<file path="src/rtl/vga_pkg.sv">
// Shared types and default 640x480@60 timing for the VGA timing generator.
package vga_pkg;

  // Line/frame phase, shared by the horizontal and vertical FSMs.
  typedef enum logic [1:0] {ACT, FP, SYNC, BP} phase_t;

  localparam int DEF_H_ACTIVE = 640;
  localparam int DEF_H_FP     = 16;
  localparam int DEF_H_SYNC   = 96;
  localparam int DEF_H_BP     = 48;
  localparam int DEF_V_ACTIVE = 480;
  localparam int DEF_V_FP     = 10;
  localparam int DEF_V_SYNC   = 2;
  localparam int DEF_V_BP     = 33;
  localparam int DEF_CNT_W    = 10;

endpackage

</file>
<file path="src/rtl/vga_axis_counter.sv">
// One timing axis: wrapping counter, phase FSM and last-visible position.
// Exposes next-cycle values so the top can register outputs with zero latency.
module vga_axis_counter
  import vga_pkg::*;
#(
  parameter int ACT_W  = DEF_H_ACTIVE,
  parameter int FP_W   = DEF_H_FP,
  parameter int SYNC_W = DEF_H_SYNC,
  parameter int BP_W   = DEF_H_BP,
  parameter int CNT_W  = DEF_CNT_W
) (
  input  logic             clk,
  input  logic             rst,
  input  logic             en,
  output logic [CNT_W-1:0] cnt,
  output logic [CNT_W-1:0] cnt_nxt,
  output logic [CNT_W-1:0] pos,
  output logic             act_nxt,
  output logic             sync_nxt
);

  localparam int TOTAL = ACT_W + FP_W + SYNC_W + BP_W;

  localparam logic [CNT_W-1:0] ACT_END  = CNT_W'(ACT_W - 1);
  localparam logic [CNT_W-1:0] FP_END   = CNT_W'(ACT_W + FP_W - 1);
  localparam logic [CNT_W-1:0] SYNC_END = CNT_W'(ACT_W + FP_W + SYNC_W - 1);
  localparam logic [CNT_W-1:0] LAST     = CNT_W'(TOTAL - 1);
  localparam logic [CNT_W-1:0] ACT_LIM  = CNT_W'(ACT_W);

  phase_t           phase, phase_nxt;
  logic [CNT_W-1:0] pos_nxt;
  logic             wrap;

  always_ff @(posedge clk) begin
    if (rst) begin
      cnt   <= '0;
      phase <= ACT;
      pos   <= '0;
    end else begin
      cnt   <= cnt_nxt;
      phase <= phase_nxt;
      pos   <= pos_nxt;
    end
  end

  // Phase changes on the enabled cycle where the count sits on a boundary.
  always_comb begin
    wrap    = en && (cnt == LAST);
    cnt_nxt = cnt;
    if (en) cnt_nxt = wrap ? '0 : cnt + CNT_W'(1);
    phase_nxt = phase;
    if (en) begin
      case (phase)
        ACT:  if (cnt == ACT_END)  phase_nxt = FP;
        FP:   if (cnt == FP_END)   phase_nxt = SYNC;
        SYNC: if (cnt == SYNC_END) phase_nxt = BP;
        BP:   if (wrap)            phase_nxt = ACT;
      endcase
    end
  end

  always_comb begin
    act_nxt  = (phase_nxt == ACT);
    sync_nxt = (phase_nxt == SYNC);
    pos_nxt  = (cnt_nxt < ACT_LIM) ? cnt_nxt : pos;
  end

endmodule

</file>
<file path="src/rtl/vga_timing_gen.sv">
// VGA raster timing generator: counters, sync pulses and visible-area flags.
// Define VGA_TIMING_PIPE_EN to delay every output one pix_en tick for memory alignment.
module vga_timing_gen
  import vga_pkg::*;
#(
  parameter int H_ACTIVE = DEF_H_ACTIVE,
  parameter int H_FP     = DEF_H_FP,
  parameter int H_SYNC   = DEF_H_SYNC,
  parameter int H_BP     = DEF_H_BP,
  parameter int V_ACTIVE = DEF_V_ACTIVE,
  parameter int V_FP     = DEF_V_FP,
  parameter int V_SYNC   = DEF_V_SYNC,
  parameter int V_BP     = DEF_V_BP,
  parameter int CNT_W    = DEF_CNT_W,
  parameter bit HS_POL   = 1'b0,
  parameter bit VS_POL   = 1'b0
) (
  input  logic             clk,
  input  logic             rst,
  input  logic             pix_en,
  output logic [CNT_W-1:0] hcount,
  output logic [CNT_W-1:0] vcount,
  output logic [CNT_W-1:0] posx,
  output logic [CNT_W-1:0] posy,
  output logic             video_on,
  output logic             hsync,
  output logic             vsync,
  output logic             line_start,
  output logic             frame_start
);

  localparam int H_TOTAL = H_ACTIVE + H_FP + H_SYNC + H_BP;
  localparam logic [CNT_W-1:0] H_LAST = CNT_W'(H_TOTAL - 1);
  localparam int OW = 4*CNT_W + 5;

  logic [CNT_W-1:0] h_cnt, h_cnt_nxt, h_pos;
  logic [CNT_W-1:0] v_cnt, v_cnt_nxt, v_pos;
  logic             h_act_nxt, h_sync_nxt, v_act_nxt, v_sync_nxt;
  logic             h_wrap, v_en;

  assign h_wrap = (h_cnt == H_LAST);
  assign v_en   = pix_en & h_wrap;

  vga_axis_counter #(
    .ACT_W(H_ACTIVE), .FP_W(H_FP), .SYNC_W(H_SYNC), .BP_W(H_BP), .CNT_W(CNT_W)
  ) u_h (
    .clk(clk), .rst(rst), .en(pix_en),
    .cnt(h_cnt), .cnt_nxt(h_cnt_nxt), .pos(h_pos),
    .act_nxt(h_act_nxt), .sync_nxt(h_sync_nxt)
  );

  vga_axis_counter #(
    .ACT_W(V_ACTIVE), .FP_W(V_FP), .SYNC_W(V_SYNC), .BP_W(V_BP), .CNT_W(CNT_W)
  ) u_v (
    .clk(clk), .rst(rst), .en(v_en),
    .cnt(v_cnt), .cnt_nxt(v_cnt_nxt), .pos(v_pos),
    .act_nxt(v_act_nxt), .sync_nxt(v_sync_nxt)
  );

  logic von0, hs0, vs0, ls0, fs0;

  // Flags are built from next-cycle counter/phase so they line up with hcount/vcount.
  always_ff @(posedge clk) begin
    if (rst) begin
      von0 <= 1'b1;
      hs0  <= ~HS_POL;
      vs0  <= ~VS_POL;
      ls0  <= 1'b1;
      fs0  <= 1'b1;
    end else if (pix_en) begin
      von0 <= h_act_nxt & v_act_nxt;
      hs0  <= h_sync_nxt ? HS_POL : ~HS_POL;
      vs0  <= v_sync_nxt ? VS_POL : ~VS_POL;
      ls0  <= (h_cnt_nxt == '0);
      fs0  <= (h_cnt_nxt == '0) && (v_cnt_nxt == '0);
    end
  end

  logic [OW-1:0] out0;
  assign out0 = {h_cnt, v_cnt, h_pos, v_pos, von0, hs0, vs0, ls0, fs0};

`ifdef VGA_TIMING_PIPE_EN
  localparam logic [OW-1:0] OUT_RST = {{(4*CNT_W){1'b0}}, 1'b1, ~HS_POL, ~VS_POL, 1'b1, 1'b1};
  logic [OW-1:0] out1;

  always_ff @(posedge clk) begin
    if (rst)         out1 <= OUT_RST;
    else if (pix_en) out1 <= out0;
  end

  assign {hcount, vcount, posx, posy, video_on, hsync, vsync, line_start, frame_start} = out1;
`else
  assign {hcount, vcount, posx, posy, video_on, hsync, vsync, line_start, frame_start} = out0;
`endif

endmodule

</file>
<file path="config.mk">
export PLATFORM = sky130hd
export DESIGN_NAME = vga_timing_gen
export DESIGN_NICKNAME = d
export VERILOG_FILES = /design/src/rtl/vga_pkg.sv /design/src/rtl/vga_axis_counter.sv /design/src/rtl/vga_timing_gen.sv
export SDC_FILE = /design/constraint.sdc
export NUM_CORES = 1
export LEC_CHECK = 0
export BUFFER_PORTS_ARGS = -buffer_cell sky130_fd_sc_hd__clkbuf_2
export CAP_MARGIN = 5
export CORE_MARGIN = 2
export CORE_UTILIZATION = 55
export CTS_CLUSTER_DIAMETER = 120
export DETAILED_ROUTE_END_ITERATION = 10
export GPL_ROUTABILITY_DRIVEN = 0
export PLACE_DENSITY = 0.86
export RECOVER_POWER = 25
export SYNTH_ARGS = -nofsm -noshare
export SYNTH_HDL_FRONTEND = slang
export SYNTH_SLANG_ARGS = --single-unit
</file>
<file path="constraint.sdc">
create_clock -name clk -period 3.4 [get_ports clk]
set_input_delay 0.85 -clock clk [delete_from_list [all_inputs] [get_ports clk]]
set_output_delay 0.85 -clock clk [all_outputs]
set_load 0.1 [all_outputs]
</file>
### Yosys cells after proc, flatten, opt, wreduce, memory -nomap -nowiden

Index checks and enable logic that the tools add are counted.

| word-level totals | value |
|---|---|
| register bits | 49 |
| bits in latches | 0 |
| memory bits (writable) | 0 |
| memory bits (read-only) | 0 |
| input bits | 3 |
| output and inout bits | 45 |
| logic and storage cells | 60 |
| memories | 0 |

| operators by class | value |
|---|---|
| $add $sub $neg | 2 |
| multiply operators | 0 |
| divide/modulo/power cells | 0 |
| order comparisons | 2 |
| equality and inequality tests | 16 |
| shift operators | 0 |
| mux-type cells | 18 |
| bitwise gates (word level) | 2 |
| reductions and logical operators | 9 |

Operator list:

| kind | number |
|---|---|
| 10-bit equality test (second input constant) | 5 |
| 10-bit two-way mux | 4 |
| 10-bit by 9-bit equality test with 1-bit output (second input constant) | 3 |
| 10-bit by 1-bit adder with 10-bit output (second input constant) | 2 |
| 10-bit zero test | 2 |
| 2-bit two-way mux | 10 |
| 2-bit case mux with 4 select lines | 2 |
| 2-bit equality test (second input constant) | 6 |
| 10-bit < comparator (second input constant) | 1 |
| 10-bit by 9-bit < comparator with 1-bit output (second input constant) | 1 |
| 2-bit zero test | 4 |
| 2-bit by 1-bit equality test with 1-bit output (second input constant) | 2 |
| 1-bit logical AND | 3 |
| 1-bit bitwise AND | 2 |
| 1-bit two-way mux | 2 |

### Depth between registers and ports, before layout

| depth | value |
|---|---|
| depth in word-level cells | 8 |
| mapped depth | 10 |
| mapped depth without buffers | 8 |

### By module

A second synthesis with hierarchy kept.

| second synthesis, totals | value |
|---|---|
| cells, all modules | 308 |
| area total of the unflattened synthesis | 2,776.4 um^2 |

By module, submodules not included:

| module | instances | cells each | area each (um^2) |
|---|---|---|---|
| vga_axis_counter (u_v) | 1 | 145 | 1,325.0 |
| vga_axis_counter (u_h) | 1 | 132 | 1,197.4 |
| vga_timing_gen | 1 | 31 | 254.0 |

### Worst setup path before layout

Ideal clock, no wire load.

| timing path | value |
|---|---|
| kind | reg-to-reg |
| start point | reg u_v.cnt[0] |
| end point | reg u_v.pos[0] |
| setup time | 0.121 ns |
| arrival time | 3.052 ns |
| path slack | 0.227 ns |
| stages on the path, launching flop included | 9 |
| period minus slack after synthesis | 3.173 ns |
| cells stage by stage | dfxtp_1 ha_1 buf_2 nand3_1 or3_1 or3_1 and2_1 o21ai_4 mux2_2 |

| between the ends | value |
|---|---|
| cells in the longest elaborated chain, start to end | 5 |

Ends and longest elaborated chain:

| element | line | source |
|---|---|---|
| start, declared | vga_axis_counter.sv:15 | `output logic [CNT_W-1:0] cnt,` |
| start signal, assigned | vga_axis_counter.sv:40 | `cnt <= cnt_nxt;` |
| parallel branches: the longest is 3 deep, another holds 10-bit by 1-bit adder with 10-bit output | n/a |  |
| 10-bit two-way mux * | vga_axis_counter.sv:50 | `if (en) cnt_nxt = wrap ? '0 : cnt + CNT_W'(1);` |
| 10-bit by 9-bit < comparator with 1-bit output | vga_axis_counter.sv:65 | `pos_nxt = (cnt_nxt < ACT_LIM) ? cnt_nxt : pos;` |
| end signal, assigned | vga_axis_counter.sv:42 | `pos <= pos_nxt;` |
| end, declared | vga_axis_counter.sv:17 | `output logic [CNT_W-1:0] pos,` |

Every way passes the cells marked *.
A chain may end at the register's enable or synchronous reset.

### Worst setup path after layout

| timing path | value |
|---|---|
| start point | reg u_h.cnt[1] |
| end point | reg u_v.pos[0] |

| between the ends | value |
|---|---|
| cells in the longest elaborated chain, start to end | 6 |

Ends and longest elaborated chain:

| element | line | source |
|---|---|---|
| start, declared | vga_axis_counter.sv:15 |  |
| start signal, assigned | vga_axis_counter.sv:40 |  |
| 10-bit equality test * | vga_timing_gen.sv:41 | `assign h_wrap = (h_cnt == H_LAST);` |
| 1-bit bitwise AND * | vga_timing_gen.sv:42 | `assign v_en = pix_en & h_wrap;` |
| 1-bit logical AND | vga_axis_counter.sv:48 | `wrap = en && (cnt == LAST);` |
| 10-bit two-way mux | vga_axis_counter.sv:50 |  |
| 10-bit two-way mux * | vga_axis_counter.sv:50 |  |
| 10-bit by 9-bit < comparator with 1-bit output | vga_axis_counter.sv:65 |  |

Every way passes the cells marked *; elsewhere a longest branch is shown, timed or not.

==> results.json <==
{
  "cts_buffer_depth": 2,
  "grt_setup_unrepaired": "false",
  "antenna_found_initial": 0,
  "timing.final.hold_violations": 0,
  "worst_slew_pin_slew_ns": 1.98,
  "cp_max_fo": 11,
  "critPathSlowestCell": "dfxtp_1",
  "power_mw": 1.08,
  "ys_ff_latch": 49,
  "mappedNetlistNets": 313,
  "grt_pass1_vias": 2088,
  "finalNetCount": 348,
  "synth-edff-count": 0,
  "core_mm2": 0.00444,
  "clk_latency_ns": 0.31,
  "fin_crit_ns": 2.96,
  "die_h_um": 72.6,
  "post-dp-hpwl_mm": 4.21,
  "reg2reg_slack_ns": 0.44,
  "rr_endpoint": "u_v.pos[0]$_SDFFE_PP0N_",
  "drv_cap": 1,
  "die_w_um": 72.6,
  "critPathCaptureType": "flop",
  "synth_ff_type": "dfxtp_1",
  "synth_cell_types": 61,
  "setup_total_negative_slack_ns": 0,
  "clkTransAtPathRegs_ns": 0.09,
  "syn2layout_area_growth_pct": 10.6,
  "synth_area_mm2": 0.00259,
  "setup-violations-final": 0,
  "wl_per_cell_um": 15.5,
  "grt_remaining_overflow": 0,
  "synthArstFlopShare_pct": 0,
  "min_from": "u_h.pos[9]$_SDFFE_PP0N_",
  "fmax_ghz": 0.338,
  "crit-reg2reg-launch": "u_h.cnt[1]$_SDFF_PP0_",
  "grt_pass1_wl_mm": 9.74,
  "top_level_ports": 48,
  "post_cts_buffers": 0,
  "grt_use_total_pct": 23.2,
  "crit_type": "reg2reg",
  "syn_area_per_cell_um2": 8.45,
  "fp.dieArea_mm2": 0.00527,
  "n_antenna_cell": 0,
  "yosysWarnings": 0,
  "cp_slowest_stage_delay_ns": 0.51,
  "maxSlewHeadroom_pct": -31.8,
  "r2r_cells": 8,
  "dr.pass1.iters": 5,
  "synth_simple_gate_area_share_pct": 26.9,
  "violations": "max-capacitance violations, max-slew violations",
  "drt_iter0_drc": 296,
  "clock_skew_ns": 0.00621,
  "synth_xor_area_share_pct": 3.73,
  "cts_resized": 0,
  "arrival_ns": 3.16,
  "report.final.slew_viol_count": 49,
  "grt_max_degree": 49,
  "hp-class": "reg2reg",
  "htree_levels": 2,
  "min_path_cells": 1,
  "synth_compound_area_share_pct": 20.9,
  "synthMuxAreaShare_pct": 2.61,
  "port_buffers": 47,
  "post_drt_via_cell_ratio": 6.32,
  "drive_gt1_share_pct": 16.7,
  "vias": 2491,
  "path_cells": "ha_1 > and4_1 > and3_1 > buf_4 > a31oi_1 > a41oi_1 > o21ai_4 > mux2_2",
  "startpoint_type": "flop",
  "root_buffer": "clkbuf_8",
  "syn_inst": 306,
  "antenna_left": 0,
  "num_rows": 24,
  "wirelength_mm": 6.11,
  "required_ns": 3.60,
  "outcome": "complete, but fails checks",
  "p_leak_nw": 1.06,
  "synth_top_family_by_area": "simple AND/OR/NAND/NOR gates",
  "synthAdderAreaFrac_pct": 1.94,
  "p_per_area_mw_per_mm2": 377,
  "yosysSeqAreaShare_pct": 37.9,
  "ir_drop_v": 0.000225,
  "period_share_pct": 87.1,
  "clock_sinks": 49,
  "drc_errors": 0,
  "hold_end": "u_h.pos[9]$_SDFFE_PP0N_",
  "numCtsBuffers": 5,
  "ctsHoldBuffers": 0,
  "initial_core_util_pct": 58.2,
  "cts_tree": "done"
}
placed cells by master, fill, tap and decap left out, types with 4 or more instances in the layout:
cell	count
nand4_1	12
inv_1	5
o21ai_0	8
xor2_1	5
clkbuf_2	28
buf_4	4
nor2_1	29
clkbuf_1	19
o21a_1	6
clkbuf_8	6
a21oi_1	26
nand2_1	17
mux2_2	6
nand2b_1	4
dfxtp_1	49
xnor2_1	6
nand3_1	11
a211oi_1	5
nor2b_1	10
nor3_1	19
and3_1	4
ha_1	4
worst max-delay path, delay by kind of cell, from the launching register on:
family / cells / cell delay, ns
mux: 1 / 0.31
buf+inv: 1 / 0.23
flops: 1 / 0.51
fa+ha+maj: 1 / 0.31
simple gates: 2 / 0.88
compound gates: 3 / 0.62
cells in the mapped netlist, types with 5 or more instances:
| library cell | number | area share [%] |
|---|---|---|
| dfxtp_1 | 49 | 38 |
| nor2_1 | 29 | 4.2 |
| a21oi_1 | 26 | 5.0 |
| nor3_1 | 19 | 3.7 |
| nand2_1 | 17 | 2.5 |
| nand4_1 | 12 | 2.9 |
| nand3_1 | 11 | 2.1 |
| clkbuf_1 | 10 | 1.5 |
| nor2b_1 | 10 | 2.4 |
| o21ai_0 | 8 | 1.5 |
| buf_2 | 6 | 1.2 |
| mux2_2 | 6 | 2.6 |
| o21a_1 | 6 | 1.7 |
| xnor2_1 | 6 | 2.0 |
| a211oi_1 | 5 | 1.5 |
| inv_1 | 5 | 0.73 |
| xor2_1 | 5 | 1.7 |
stage by stage:
stage	utilization (%)	worst slack [ns]	area [um2]	cells	hold WS (ns)
floorplan	-	0.227	2590	306	0.510
global placement	62.7	0.491	2790	386	0.448
detailed placement	62.7	0.387	2790	386	0.456
CTS	64.9	0.489	2890	394	0.475
global route	64.4	0.257	2860	394	0.484
finish	64.4	0.438	2860	394	0.474
final cells by class:
type                            count  area, um2
Clock buffer                        6       82.6
Multi-Input combinational cell    228       1450
Timing Repair Buffer               51        241
Inverter                            6       22.5
Tap cell                           52       65.1
Sequential cell                    49        981
Fill cell                         393       1580
Clock inverter                      2       17.5
cells by family after synthesis:
group	Yosys count
xor+xnor	11
compound gates	77
flops	49
buf+inv	29
fa+ha+maj	4
mux	6
simple gates	130
report_power, final:
| group | internal [mW] | total [mW] | switching (mW) |
|---|---|---|---|
| clock | 0.169 | 0.373 | 0.204 |
| combinational | 0.0197 | 0.113 | 0.0935 |
| sequential | 0.582 | 0.593 | 0.0101 |
| total | 0.771 | 1.08 | 0.308 |
worst max-delay path by stage:
| stage | cells after the start | endpoint | startpoint |
|---|---|---|---|
| after floorplan | 8 | u_v.pos[0]$_SDFFE_PP0N_ | u_v.cnt[0]$_SDFF_PP0_ |
| after global placement | 8 | u_v.pos[5]$_SDFFE_PP0N_ | pix_en |
| after detailed placement | 8 | u_v.pos[0]$_SDFFE_PP0N_ | pix_en |
| after CTS | 8 | u_v.pos[0]$_SDFFE_PP0N_ | u_h.cnt[1]$_SDFF_PP0_ |
| after global routing | 8 | u_v.pos[8]$_SDFFE_PP0N_ | u_h.cnt[1]$_SDFF_PP0_ |
| final | 8 | u_v.pos[0]$_SDFFE_PP0N_ | u_h.cnt[1]$_SDFF_PP0_ |
state kept, by name (all words and copies together) (netlist names):
register and cells:
u_h.phase 2, u_v.phase 2, u_v.cnt 10, hsync 1
u_h.pos 10, vsync 1, frame_start 1, video_on 1
u_h.cnt 10, u_v.pos 10, line_start 1
routing by layer:
metal	track usage, %	wire length (um)
met1	34.6	2720
met2	33.7	2730
met3	5.39	581
met4	6.38	79
met5	0	0
No activity file was read; power rests on OpenSTA's default activity.
